### src/rtl/adder_serial_controller_pkg.sv
// Shared types and constants for the bit-serial adder controller.
// Optional subtract support is enabled by ADDER_SERIAL_SUBTRACT_EN.
package adder_serial_controller_pkg;

    typedef enum logic [1:0] {
        STATE_IDLE = 2'd0,
        STATE_RUN  = 2'd1,
        STATE_DONE = 2'd2
    } state_t;

    // Bit counter width: ceil(log2(w)), never below one bit.
    function automatic int cnt_width(input int w);
        if (w <= 2) return 1;
        return $clog2(w);
    endfunction

endpackage

### src/rtl/adder_serial_controller_slice.sv
// One-bit full-add slice built from two half adders.
// The controller time-shares a single instance across all bit positions.
module adder_half_1bit (
    input  logic i_a,
    input  logic i_b,
    output logic o_s,
    output logic o_c
);
    assign o_s = i_a ^ i_b;
    assign o_c = i_a & i_b;
endmodule

module adder_full_1bit (
    input  logic i_a,
    input  logic i_b,
    input  logic i_c,
    output logic o_s,
    output logic o_c
);
    logic w_s0;
    logic w_c0;
    logic w_c1;

    adder_half_1bit u_ha0 (
        .i_a (i_a),
        .i_b (i_b),
        .o_s (w_s0),
        .o_c (w_c0)
    );

    adder_half_1bit u_ha1 (
        .i_a (w_s0),
        .i_b (i_c),
        .o_s (o_s),
        .o_c (w_c1)
    );

    assign o_c = w_c0 | w_c1;
endmodule

### src/rtl/adder_serial_controller.sv
// Bit-serial adder controller: LSB-first, one slice, registered carry.
// Define ADDER_SERIAL_SUBTRACT_EN to add the sub port (a - b mode).
module adder_serial_controller
    import adder_serial_controller_pkg::*;
#(
    parameter int WIDTH = 8
) (
    input  logic             clock,
    input  logic             reset,
    input  logic             start,
`ifdef ADDER_SERIAL_SUBTRACT_EN
    input  logic             sub,
`endif
    input  logic [WIDTH-1:0] input_a,
    input  logic [WIDTH-1:0] input_b,
    output logic             busy,
    output logic             done,
    output logic [WIDTH-1:0] sum,
    output logic             carry
);
    localparam int CW = cnt_width(WIDTH);
    localparam logic [CW-1:0] LAST = CW'(WIDTH - 1);
    localparam logic [CW-1:0] ONE = CW'(1);

    state_t           r_state;
    logic [CW-1:0]    r_cnt;
    logic [WIDTH-1:0] r_a;
    logic [WIDTH-1:0] r_b;
    logic             r_cin;
    logic [WIDTH-1:0] r_sum;
    logic             r_carry;
    logic             r_busy;
    logic             r_done;

    logic [WIDTH-1:0] w_b_load;
    logic             w_cin_load;
    logic             w_s;
    logic             w_co;

`ifdef ADDER_SERIAL_SUBTRACT_EN
    // Subtract as a + ~b + 1: invert b and seed the carry.
    assign w_b_load   = sub ? ~input_b : input_b;
    assign w_cin_load = sub;
`else
    assign w_b_load   = input_b;
    assign w_cin_load = 1'b0;
`endif

    adder_full_1bit u_slice (
        .i_a (r_a[0]),
        .i_b (r_b[0]),
        .i_c (r_cin),
        .o_s (w_s),
        .o_c (w_co)
    );

    // Sequencer: load on start, one bit per RUN cycle, strobe done.
    always_ff @(posedge clock or posedge reset) begin
        if (reset) begin
            r_state <= STATE_IDLE;
            r_cnt   <= '0;
            r_a     <= '0;
            r_b     <= '0;
            r_cin   <= 1'b0;
            r_sum   <= '0;
            r_carry <= 1'b0;
            r_busy  <= 1'b0;
            r_done  <= 1'b0;
        end else begin
            r_done <= 1'b0;
            unique case (r_state)
                STATE_IDLE: begin
                    if (start) begin
                        r_a     <= input_a;
                        r_b     <= w_b_load;
                        r_cin   <= w_cin_load;
                        r_cnt   <= '0;
                        r_sum   <= '0;
                        r_carry <= 1'b0;
                        r_busy  <= 1'b1;
                        r_state <= STATE_RUN;
                    end
                end
                STATE_RUN: begin
                    r_sum <= {w_s, r_sum[WIDTH-1:1]};
                    r_a   <= r_a >> 1;
                    r_b   <= r_b >> 1;
                    r_cin <= w_co;
                    r_cnt <= r_cnt + ONE;
                    if (r_cnt == LAST) begin
                        r_carry <= w_co;
                        r_done  <= 1'b1;
                        r_state <= STATE_DONE;
                    end
                end
                STATE_DONE: begin
                    r_busy  <= 1'b0;
                    r_state <= STATE_IDLE;
                end
                default: begin
                    r_busy  <= 1'b0;
                    r_state <= STATE_IDLE;
                end
            endcase
        end
    end

    assign busy  = r_busy;
    assign done  = r_done;
    assign sum   = r_sum;
    assign carry = r_carry;
endmodule
### config.mk
export PLATFORM = sky130hd
export DESIGN_NAME = adder_serial_controller
export DESIGN_NICKNAME = d
export VERILOG_FILES = /design/src/rtl/adder_serial_controller_pkg.sv /design/src/rtl/adder_serial_controller_slice.sv /design/src/rtl/adder_serial_controller.sv
export SDC_FILE = /design/constraint.sdc
export NUM_CORES = 1
export LEC_CHECK = 0
export BUFFER_PORTS_ARGS = -buffer_cell sky130_fd_sc_hd__buf_2
export CORE_MARGIN = 5
export CORE_UTILIZATION = 58
export CTS_CLUSTER_DIAMETER = 200
export DETAILED_ROUTE_END_ITERATION = 10
export PLACE_DENSITY_LB_ADDON = 0.1
export SYNTH_ARGS = -nofsm -noshare
export SYNTH_HDL_FRONTEND = slang
export SYNTH_HIERARCHICAL = 1
export SYNTH_SLANG_ARGS = --single-unit
### constraint.sdc
create_clock -name clock -period 2.9 [get_ports clock]
set_input_delay 0.145 -clock clock [delete_from_list [all_inputs] [get_ports clock]]
set_output_delay 0.145 -clock clock [all_outputs]
set_load 0.05 [all_outputs]
==> results.md, run 1 <==
Synthesis:
- For this run, the leading register cell type out of synthesis is sky130_fd_sc_hd__dfrtp_1.
- After synthesis, the share of flip-flops with an asynchronous set or reset is 1.00.
- The number of instances in the synthesized netlist is 130.
- The portion of synthesized cell area occupied by the leading cell type is 0.534.
- The share of the yosys chip area belonging to registers is 0.534.
- The flip-flop and latch count after synthesis is 33.
- After synthesis, the netlist uses 30 different library cells.
- The synthesized design contains 0 enable-type register cells.
- The synthesized cell area is 1550 um^2.
- A synthesized cell averages 11.9 um^2.
- The cell type with the largest total area after synthesis is sky130_fd_sc_hd__dfrtp_1.
- The net count of the mapped netlist is 154.
- After synthesis, the cell types taking the most area are sky130_fd_sc_hd__dfrtp_1, sky130_fd_sc_hd__a22o_1, sky130_fd_sc_hd__nor4b_1.
- The count of yosys warnings during synthesis is 6.

Worst setup path:
- Measured in cells, the most critical reg-to-reg path has a length of 4.
- The destination of the worst register-to-register timing path is r_a[0]$_DFFE_PP0P_.
- The data arrival time of the critical path is 1.81 ns.
- The launching element type of the critical path is a register.
- The required time of the critical path is 3.13 ns.
- The maximum net fanout on the critical path is 24.
- The kind of end point of the critical path is a register.
- The critical path starts at r_state[0]$_DFFE_PP0P_.
- The critical path ends at r_a[0]$_DFFE_PP0P_.
- The worst setup slack for register-to-register paths is 1.32 ns.
- The startpoint identified for the worst register-to-register timing path is r_state[0]$_DFFE_PP0P_.
- The worst setup path is of the register to register kind.

Global route:
- The via count of the first global-routing pass is 1,155.
- met2 is the most crowded layer.
- The maximum number of pins on one net before global-route repair is 34.
- The initial antenna violation count came to 0.
- The met1 capacity usage during global routing is 0.239.
- The total congestion overflow is 0.
- Across every metal layer, demand over resource in global routing totals 0.193.
- The met3 capacity usage during global routing is 0.0650.
- The first global-routing pass estimated 5.22 mm of wire.
- The global-route track usage on met2 is 0.314.

Placement:
- The count of input and output buffers is 29.
- The congestion estimate from routability-driven global placement came to 0.740.
- The post-DP HPWL is 2.01 mm.
- Once placement finished, the instance area stood at 1700 um^2.
- The worst slack at placement is 1.32 ns.

Clocking:
- The number of buffers on the longest clock path is 2.
- The H-tree was split into 2 levels.
- The number of hold buffers added after cts is 1.
- The buffer count from post-CTS setup fixing is 0.
- After clock tree synthesis, the clock-pin slew on the worst setup and hold paths is 0.10 ns.
- The clock latency on the worst-skew pair is 0.34 ns.
- The count of instances resized after the clock tree is built is 0.
- The total CTS buffers is 5.
- The clock net in this run drives a total of 33 sinks.
- TritonCTS built the clock tree.
- The tree is rooted in a sky130_fd_sc_hd__clkbuf_4.

STA:
- The post-layout worst setup margin is 1.32 ns.
- Static timing analysis puts the maximum clock frequency at 634 MHz.
- The actual slew at the worst max-slew pin is 0.523 ns.
- The part of the cycle the worst path needs is 0.544.
- The final setup skew is 0.00610 ns.
- The hold violation count in the final report is 0.
- The relative slew slack is 0.652.
- The final-layout setup total negative slack is 0 ns.
- The number of max-slew violations in the final report came to 0.
- Setup repair after global routing left no endpoint under its margin.
- The final-report setup violation count is 0.
- For the finished layout, the period the worst path requires is 1.58 ns.

Detailed routing:
- The iteration count of the initial detailed-routing pass is 4.
- For this block, the routed nets add up to 3.04 mm of wire.
- Summing over every cut layer, the via total after detailed routing is 1,152.
- The detail route stage leaves a number of antenna-violating nets equal to 0.
- The ratio of routed vias to standard cells is 6.03.
- The average routed wire per standard cell is 15.9 um.
- For this run, design rule violations remaining after detail routing come to 0.
- For this block, the initial DRC count from the detailed router was 32.

Cells and area:
- The sequential cell area is 826 um^2.
- The number of nets in the layout is 184.
- The number of antenna diodes is 0.
- With fillers left out, the area of the finished cells amounts to 1790 um^2.
- The area used by multi-input combinational logic is 608 um^2.
- The fraction of final layout cells with drive strength greater than 1 is 0.286.
- Counting the fill cells in the layout gives 197.
- The end-of-flow core utilization is 0.710.
- Compared with the post-synthesis result, the final layout area differs by 15.9%.

Floorplan:
- The number of I/O pins is 30.
- The placeable core area is 2520 um^2.
- The height of the die is 61.6 um.
- The initial standard-cell utilization of the core is 0.613.
- The x dimension of the die is 61.6 um.
- After floorplanning, the core was divided into 18 placement rows.
- The die covers 3800 um^2.

Run status:
- The flow ran to the end, and the final reports show no timing, DRC or antenna violations.

Pwr:
- The peak supply drop is 0.949 mV.
- The power density normalized to cell area is 1150 nW/um^2.
- For this design the static power due to leakage is 0.889 nW.

Flow run:
- Across the run, the number of max-cap violations was 0.

Worst hold path:
- The path category of the worst min-delay check is input pin to register.
[synthesized netlist by cell type (2+ instances only)]
master / count
sky130_fd_sc_hd__a211oi_1: 2
sky130_fd_sc_hd__a21oi_1: 2
sky130_fd_sc_hd__a221oi_1: 7
sky130_fd_sc_hd__a22o_1: 11
sky130_fd_sc_hd__and2_1: 2
sky130_fd_sc_hd__buf_2: 8
sky130_fd_sc_hd__dfrtp_1: 33
sky130_fd_sc_hd__ha_1: 5
sky130_fd_sc_hd__inv_1: 13
sky130_fd_sc_hd__nand2b_1: 2
sky130_fd_sc_hd__nor2_1: 8
sky130_fd_sc_hd__nor3b_1: 3
sky130_fd_sc_hd__nor4b_1: 10
sky130_fd_sc_hd__nor4bb_1: 2
sky130_fd_sc_hd__o221a_2: 4
sky130_fd_sc_hd__or4b_1: 4
[where the power goes]
| group | switching, mW | internal [mW] | total, mW |
|---|---|---|---|
| registers | 0.142 | 0.664 | 0.805 |
| logic | 0.535 | 0.352 | 0.887 |
| clock network | 0.154 | 0.206 | 0.360 |
[how the worst min path moves through the flow]
stage,slack (ns),cells after the start,startpoint,endpoint
after floorplan,0.27,1,reset,busy$_DFFE_PP0P_
after global placement,0.25,3,reset,r_cnt[0]$_DFFE_PP0P_
after detailed placement,0.26,3,reset,done$_DFF_PP0_
after CTS,0.15,3,input_a[5],r_a[5]$_DFFE_PP0P_
after global routing,0.16,3,input_b[1],r_b[1]$_DFFE_PP0P_
final,0.16,3,input_a[5],r_a[5]$_DFFE_PP0P_
[layout make-up]
| type | instances | area share |
|---|---|---|
| clock buffer | 7 | 0.0307 |
| clock inverter | 1 | 0.0168 |
| inverter | 13 | 0.0273 |
| multi-input combinational | 73 | 0.340 |
| sequential | 33 | 0.461 |
| tap | 30 | 0.0210 |
| timing repair buffer | 34 | 0.103 |
[cell families after synthesis]
kind of cell               Yosys count  synth area share
buffers and inverters               24            0.0721
AOI/OAI and AO/OA                   32             0.185
DFF                                 33             0.534
and+or+nand+nor                     35             0.162
adders and majority gates            5            0.0405
muxes                                1           0.00648
[routing by layer]
layer / vias to the layer above / part of all wire
met5: - / 0
met4: 0 / 0.016
met3: 8 / 0.078
met2: 46 / 0.48
met1: 555 / 0.43
li1: 543 / -
[stage by stage]
step / power (mW) / instances / hold WS [ns]
detailed placement: 1.71 / 182 / 0.258
CTS: 2.07 / 191 / 0.145
finish: 2.05 / 191 / 0.155
floorplan: 1.51 / 130 / 0.274
global placement: 1.67 / 182 / 0.246
global route: 2.21 / 191 / 0.159
[state kept, by name (all words and copies together) (netlist names), 2 cells and up]
signal / count
r_a: 8
r_cnt: 3
sum: 8
r_b: 8
r_state: 2
[cells in the final DEF (no fill, tap or decap), types with 2 or more instances in the layout]
cell and count:
sky130_fd_sc_hd__nor4bb_1 2, sky130_fd_sc_hd__nor4b_1 10, sky130_fd_sc_hd__a22o_1 11, sky130_fd_sc_hd__nor2_1 8
sky130_fd_sc_hd__o221a_2 4, sky130_fd_sc_hd__a211oi_1 2, sky130_fd_sc_hd__a21oi_1 2, sky130_fd_sc_hd__a221oi_1 7
sky130_fd_sc_hd__ha_1 5, sky130_fd_sc_hd__buf_4 4, sky130_fd_sc_hd__nand2b_1 2, sky130_fd_sc_hd__inv_1 13
sky130_fd_sc_hd__or4b_1 4, sky130_fd_sc_hd__and2_1 2, sky130_fd_sc_hd__nor3b_1 3, sky130_fd_sc_hd__buf_2 29
sky130_fd_sc_hd__clkbuf_4 5, sky130_fd_sc_hd__dfrtp_1 33
[critical path, stage by stage, from the launching register on]
cell and delay (ns):
sky130_fd_sc_hd__dfrtp_1 0.51, sky130_fd_sc_hd__buf_4 0.31, sky130_fd_sc_hd__o21bai_1 0.11, sky130_fd_sc_hd__buf_4 0.22, sky130_fd_sc_hd__a221oi_1 0.32
Power figures use the tool's default switching activity.
==> inputs of run 2 (changes only) <==
--- a/config.mk
+++ b/config.mk
@@ -7,7 +7,7 @@
 export LEC_CHECK = 0
 export BUFFER_PORTS_ARGS = -buffer_cell sky130_fd_sc_hd__buf_2
 export CORE_MARGIN = 5
-export CORE_UTILIZATION = 58
+export CORE_UTILIZATION = 48
 export CTS_CLUSTER_DIAMETER = 200
 export DETAILED_ROUTE_END_ITERATION = 10
 export PLACE_DENSITY_LB_ADDON = 0.1
==> constraint.sdc (replaced) <==
create_clock -name clock -period 1.45 [get_ports clock]
set_input_delay 0.0725 -clock clock [delete_from_list [all_inputs] [get_ports clock]]
set_output_delay 0.0725 -clock clock [all_outputs]
set_load 0.05 [all_outputs]
==> results.md, run 2 (synthesis gave the netlist of run 1 again) <==
Pwr:
- The power density normalized to cell area is 2260 nW/um^2 (+97%).
- The leakage power came to 0.908 nW (+2.2%).
- The peak supply drop was 1.28 mV (+34%).
- The post-layout total power is 4.17 mW (+100%).

Worst setup path:
- The data arrival time of the critical path came to 1.62 ns (-0.19 ns).
- The worst setup path is of the register to register kind.
- Counting stages on the worst path, the most repeated cell is sky130_fd_sc_hd__ha_1.
- For this design, the slowest cell found on the critical path is sky130_fd_sc_hd__dfrtp_1.
- The required time of the critical path is 1.68 ns (-1.45 ns).
- The launching element type of the critical path is a register.
- The maximum net fanout on the critical path is 2 (-92%).
- STA classifies the critical path endpoint as a register.
- The signal on the critical path passes through ha_1 -> ha_1 -> or2_1 -> a22o_1.
- The longest individual stage delay on the worst path was 0.40 ns (-0.11 ns).

Clocking:
- The number of buffers on the longest clock path is 2 (unchanged).
- The clock-pin slew on the worst setup and hold paths is 0.10 ns (about the same).
- The total CTS buffers is 5 (unchanged).
- The clock latency on the worst-skew pair is 0.34 ns (about the same).
- The root buffer cell chosen for the clock tree is sky130_fd_sc_hd__clkbuf_4.
- The clock sink count is 33 (unchanged).
- The count of H-tree levels built during CTS was 2 (unchanged).
- The clock tree from TritonCTS is built.

Detailed routing:
- The total number of vias came to 1,112 (-3.5%).
- The number of routed nets with antenna violations is 0 (unchanged).
- The remaining routing DRC violations is 0 (unchanged).
- The average routed wire per standard cell is 14.6 um (-8.6%).
- The iteration count of the initial detailed-routing pass is 4 (unchanged).
- The ratio of routed vias to standard cells is 5.32 (-12%).
- The first-iteration detailed-routing DRC count is 50 (+56%).
- The overall routed net length came to 3.04 mm (about the same).

STA:
- The number of max-slew violations in the final report was 0 (unchanged).
- The final-layout setup total negative slack came to 0 ns (unchanged).
- The part of the cycle the worst path needs is 0.960 (+0.416).
- The smallest hold slack was 0.0844 ns (-0.0710 ns).
- The post-route minimum period was 1.39 ns (-0.186 ns).
- The final-report setup violation count was 0 (unchanged).
- Setup repair after global routing left no endpoint under its margin.
- The final setup skew was 0.0196 ns (+0.0135 ns).
- The hold violation count in the final report is 0 (unchanged).
- The actual slew at the worst max-slew pin came to 0.420 ns (-0.103 ns).
- The highest clock frequency the design can meet is 718 MHz (+13%).
- The relative slew slack is 0.720 (+0.0685).

Floorplan:
- The area of the die is 4450 um^2 (+17%).
- The number of I/O pins is 30 (unchanged).
- The height of the die is 66.7 um (+8.3%).
- The x dimension of the die came to 66.7 um (+8.3%).
- The placeable core area came to 3080 um^2 (+22%).
- The initial standard-cell utilization of the core came to 0.502 (-0.111).
- The placement row count is 20 (+2).

Cells and area:
- The fill cell total of the finished layout is 277 (+41%).
- The filler-free cell count of the finished design was 209 (+9.4%).
- The number of nets in the layout was 188 (+2.2%).
- The number of antenna diodes came to 0 (unchanged).
- The area growth from synthesis to layout is 19.3%.
- The final design instance area without fill is 1840 um^2 (+2.9%).
- Leaving out fill and tap cells, the most frequent cells in the layout are sky130_fd_sc_hd__dfrtp_1, sky130_fd_sc_hd__buf_2, sky130_fd_sc_hd__inv_1, sky130_fd_sc_hd__a22o_1, sky130_fd_sc_hd__nor4b_1.
- The fraction of final layout cells with drive strength greater than 1 is 0.309 (+0.0234).
- Leaving out fill and tap cells, the most frequent cell in the layout is sky130_fd_sc_hd__dfrtp_1.

Global route:
- The initial antenna violation count is 0 (unchanged).
- The via count of the first global-routing pass came to 1,143 (-1.0%).
- The maximum number of pins on one net before global-route repair is 34 (unchanged).
- The global-route usage over all layers was 0.157 (-0.0357).
- The wire length of the first global-routing pass was 5.30 mm (+1.6%).
- The total congestion overflow is 0 (unchanged).

Run status:
- The run finished with clean final reports.

Placement:
- The total placed cells including tap cells is 199 (+9.3%).
- The area of placed instances is 1740 um^2 (+2.4%).
- The count of input and output buffers is 29 (unchanged).
- The post-DP HPWL was 2.02 mm (+0.37%).
- The final weighted congestion of routability-driven global placement is 0.731 (-1.1%).

Flow run:
- The max capacitance violation total is 0 (unchanged).

Worst hold path:
- The path class of the tightest hold or removal check is input pin to register.
## run 2: path summary, 6_finish.rpt
path,from,endpoint,slack (ns),cells past startpoint
setup reg to reg,r_b[0]$_DFFE_PP0P_,r_cin$_DFFE_PP0P_,0.06,4
setup / recovery,r_b[0]$_DFFE_PP0P_,r_cin$_DFFE_PP0P_,0.06,4
min in group asynchronous,reset,r_cnt[1]$_DFFE_PP0P_,0.34,4
max in group asynchronous,reset,r_b[5]$_DFFE_PP0P_,0.78,4
hold / removal,input_b[1],r_b[1]$_DFFE_PP0P_,0.08,3
hold reg to reg,r_b[7]$_DFFE_PP0P_,r_b[7]$_DFFE_PP0P_,0.49,1
## run 2: metrics by stage
step | util | setup slack (ns)
3_5_place_dp | 0.564 | 0.0289
6_report | 0.599 | 0.0582
5_1_grt | 0.599 | 0.00611
2_1_floorplan | - | 0.0937
4_1_cts | 0.595 | 0.0296
3_3_place_gp | 0.564 | 0.0718
## run 2: final cells by class
| class | count | area (um^2) | share of cell area |
|---|---|---|---|
| Clock buffer | 7 | 55.1 | 0.0299 |
| Clock inverter | 1 | 30.0 | 0.0163 |
| Inverter | 13 | 48.8 | 0.0265 |
| Multi-Input combinational cell | 73 | 608 | 0.330 |
| Sequential cell | 33 | 827 | 0.449 |
| Tap cell | 44 | 55.1 | 0.0299 |
| Timing Repair Buffer | 38 | 219 | 0.119 |
## run 2: what timing repair did
item | CTS | global route
resized for setup | 0 | 2
hold endpoints to repair | 33 | 0
setup buffers | 0 | 1
hold buffers | 1 | 0
endpoints found under the setup margin | 0 | 7
## run 2: worst max-delay path: cells and delay by family (launching register included)
family                   cells  cell delay, ns
adder cells (fa/ha/maj)      2            0.49
flip-flops                   1            0.40
AND/OR/NAND/NOR              1            0.22
AO/OA/AOI/OAI                1            0.20
## run 2: layer usage
layer  routed length (um)  track usage  vias up
met5                    0            0        -
met4                   37       0.0457        0
met3                  166       0.0556        5
met2                 1390        0.239       29
met1                 1440        0.211      527
li1                     -            -      551
## run 2: report_power, final
part / switching, mW / internal, mW
sequential: 0.256 / 1.33
combinational: 1.10 / 0.756
clock: 0.312 / 0.412
total: 1.67 / 2.50
==> inputs of run 3 (changes only) <==
--- a/config.mk
+++ b/config.mk
@@ -6,9 +6,10 @@
 export NUM_CORES = 1
 export LEC_CHECK = 0
 export BUFFER_PORTS_ARGS = -buffer_cell sky130_fd_sc_hd__buf_2
+export CELL_PAD_IN_SITES_DETAIL_PLACEMENT = 0
+export CELL_PAD_IN_SITES_GLOBAL_PLACEMENT = 2
 export CORE_MARGIN = 5
-export CORE_UTILIZATION = 48
-export CTS_CLUSTER_DIAMETER = 200
+export CORE_UTILIZATION = 32
 export DETAILED_ROUTE_END_ITERATION = 10
 export PLACE_DENSITY_LB_ADDON = 0.1
 export SYNTH_ARGS = -nofsm -noshare
==> results.md, run 3 (synthesis gave the netlist of run 1 again) <==
Pwr:
- The power density normalized to cell area came to 2300 nW/um^2 (+1.7%).
- The post-layout total power is 4.36 mW (+4.5%).
- The leakage power is 0.927 nW (+2.1%).
- The peak supply drop came to 1.10 mV (-14%).

Worst setup path:
- In this run the worst setup path begins at r_b[0]$_DFFE_PP0P_.
- The worst setup path is launched from a register.
- The category of the most critical setup path is register to register.
- The worst register-to-register path begins at r_b[0]$_DFFE_PP0P_.
- The maximum net fanout on the critical path came to 2 (unchanged).
- The top cell family by delay on the critical path is adder cells.
- The slowest stage of the critical path is the sky130_fd_sc_hd__dfrtp_1 cell.
- The required time of the critical path was 1.59 ns (-0.09 ns).
- Traced cell by cell, the critical path runs through ha_1 -> ha_1 -> or2_1 -> nand2_1 -> o221ai_1.
- The buffer and inverter count on the worst path was 0 (unchanged).
- The kind of end point of the critical path is a register.
- The dominant cell type by count on the critical path is sky130_fd_sc_hd__ha_1.
- The longest individual stage delay on the worst path was 0.38 ns (-0.02 ns).
- The data arrival time of the critical path came to 1.54 ns (-0.08 ns).

Detailed routing:
- The average routed wire per standard cell is 15.1 um (+3.9%).
- The first-iteration detailed-routing DRC count was 39 (-22%).
- The iteration count of the initial detailed-routing pass is 4 (unchanged).
- The number of routed nets with antenna violations is 0 (unchanged).
- The remaining routing DRC violations is 0 (unchanged).
- The overall routed net length is 3.31 mm (+8.8%).
- The ratio of routed vias to standard cells is 5.14 (-3.5%).
- The total number of vias is 1,125 (+1.2%).

Clocking:
- The count of instances resized after the clock tree is built was 0 (unchanged).
- The clock latency on the worst-skew pair was 0.28 ns (-0.06 ns).
- The number of buffers on the longest clock path is 2 (unchanged).
- The clock sink count is 33 (unchanged).
- The total CTS buffers came to 5 (unchanged).
- The tree is rooted in a sky130_fd_sc_hd__clkbuf_8.
- TritonCTS built the clock tree.
- The count of H-tree levels built during CTS is 2 (unchanged).
- The clock-pin slew on the worst setup and hold paths was 0.07 ns (-0.03 ns).

Cells and area:
- Leaving out fill and tap cells, the most frequent cell in the layout is sky130_fd_sc_hd__dfrtp_1.
- The top cell types in the final layout, fill and taps aside, are sky130_fd_sc_hd__dfrtp_1, sky130_fd_sc_hd__buf_2, sky130_fd_sc_hd__inv_1, sky130_fd_sc_hd__a22o_1, sky130_fd_sc_hd__nor4b_1.
- The end-of-flow core utilization is 0.404 (-0.195).
- The area used by multi-input combinational logic was 608 um^2 (unchanged).
- The fraction of final layout cells with drive strength greater than 1 is 0.303 (-0.00606).
- The number of nets in the layout is 188 (unchanged).
- The layout overhead on the synthesized area is 22.6%.
- The number of antenna diodes is 0 (unchanged).
- The sequential cell area is 826 um^2 (-0.15%).
- The fill cell total of the finished layout is 482 (+74%).

Floorplan:
- The number of I/O pins came to 30 (unchanged).
- The x dimension of the die was 79.5 um (+19%).
- The height of the die was 79.5 um (+19%).
- The area of the die is 6320 um^2 (+42%).
- The placeable core area is 4690 um^2 (+52%).
- The placement row count is 25 (+25%).
- The initial standard-cell utilization of the core is 0.329 (-0.173).

Placement:
- The final weighted congestion of routability-driven global placement is 0.690 (-5.7%).
- The post-DP HPWL is 2.20 mm (+9.0%).
- The count of input and output buffers is 29 (unchanged).

Worst hold path:
- In this run the worst hold path is classified as input pin to register.
- The beginning of the worst hold path is input_b[1].

Global route:
- The maximum number of pins on one net before global-route repair came to 34 (unchanged).
- The total congestion overflow came to 0 (unchanged).
- The via count of the first global-routing pass is 1,119 (-2.1%).
- The wire length of the first global-routing pass was 5.52 mm (+4.2%).
- The initial antenna violation count was 0 (unchanged).
- The global-route usage over all layers came to 0.115 (-0.0425).

STA:
- The final-layout setup total negative slack is 0 ns (unchanged).
- The actual slew at the worst max-slew pin came to 0.430 ns (+0.0100 ns).
- The hold violation count in the final report is 0 (unchanged).
- The relative slew slack is 0.713 (-0.00669).
- The highest clock frequency the design can meet is 717 MHz (-0.15%).
- The number of max-slew violations in the final report is 0 (unchanged).
- The final setup skew is 0.00512 ns (-0.0145 ns).
- The final-report setup violation count is 0 (unchanged).
- Setup repair after global routing left no endpoint under its margin.
- The post-route minimum period is 1.39 ns (+0.00202 ns).
- The part of the cycle the worst path needs is 0.961 (+0.00139).

Run status:
- The flow ran to the end, and the final reports show no timing, DRC or antenna violations.

Flow run:
- The max capacitance violation total was 0 (unchanged).
[run 3: changes by cell type in the layout (fill, tap and decap cells not counted)]
cell                       change
sky130_fd_sc_hd__dfrtp_1       +1
sky130_fd_sc_hd__clkbuf_4      -5
sky130_fd_sc_hd__clkbuf_8      +5
sky130_fd_sc_hd__buf_12        +1
sky130_fd_sc_hd__dfrtp_2       -1
sky130_fd_sc_hd__buf_6         -1
[run 3: path summary, 6_finish.rpt]
kind | slack [ns] | to | cells after the start
max | 0.06 | carry$_DFFE_PP0P_ | 5
min | 0.12 | r_b[1]$_DFFE_PP0P_ | 3
max reg2reg | 0.06 | carry$_DFFE_PP0P_ | 5
min reg2reg | 0.48 | r_b[7]$_DFFE_PP0P_ | 1
max in group asynchronous | 0.72 | busy$_DFFE_PP0P_ | 4
min in group asynchronous | 0.42 | r_b[2]$_DFFE_PP0P_ | 4
[run 3: what timing repair did]
action	in CTS	in global routing
setup endpoints to repair	0	2
hold buffers	1	0
hold endpoints to repair	33	0
setup buffers	0	1
[run 3: routing by layer]
| layer | GRT usage | wire (um) |
|---|---|---|
| met4 | 0.0515 | 65 |
| met2 | 0.164 | 1510 |
| met3 | 0.0406 | 162 |
| met1 | 0.154 | 1570 |
| met5 | 0 | 0 |
[run 3: tightest hold or removal path: cells and delay by family]
| family | cells | cell delay [ns] |
|---|---|---|
| AO/OA/AOI/OAI | 1 | 0.15 |
| buffers and inverters | 1 | 0.08 |
| AND/OR/NAND/NOR | 1 | 0.04 |
[run 3: per-stage QoR]
stage	std cells	hold slack (ns)	setup WS (ns)	area (um^2)
after CTS	218	0.117	0.0157	1890
after global routing	219	0.151	0.00539	1890
final	219	0.123	0.0561	1890
after global placement	209	0.186	0.0631	1760
after detailed placement	209	0.198	0.0373	1760
after floorplan	130	0.201	0.0937	1550
[run 3: final cells by class]
type / instances / area share
Sequential cell: 33 / 0.436
Multi-Input combinational cell: 73 / 0.321
Timing Repair Buffer: 38 / 0.120
Clock buffer: 7 / 0.0456
Tap cell: 54 / 0.0357
Inverter: 13 / 0.0258
Clock inverter: 1 / 0.0159
[run 3: power breakdown]
part | switching [mW] | total [mW] | internal [mW]
Clock | 0.321 | 0.881 | 0.560
Sequential | 0.257 | 1.59 | 1.33
Combinational | 1.12 | 1.89 | 0.772
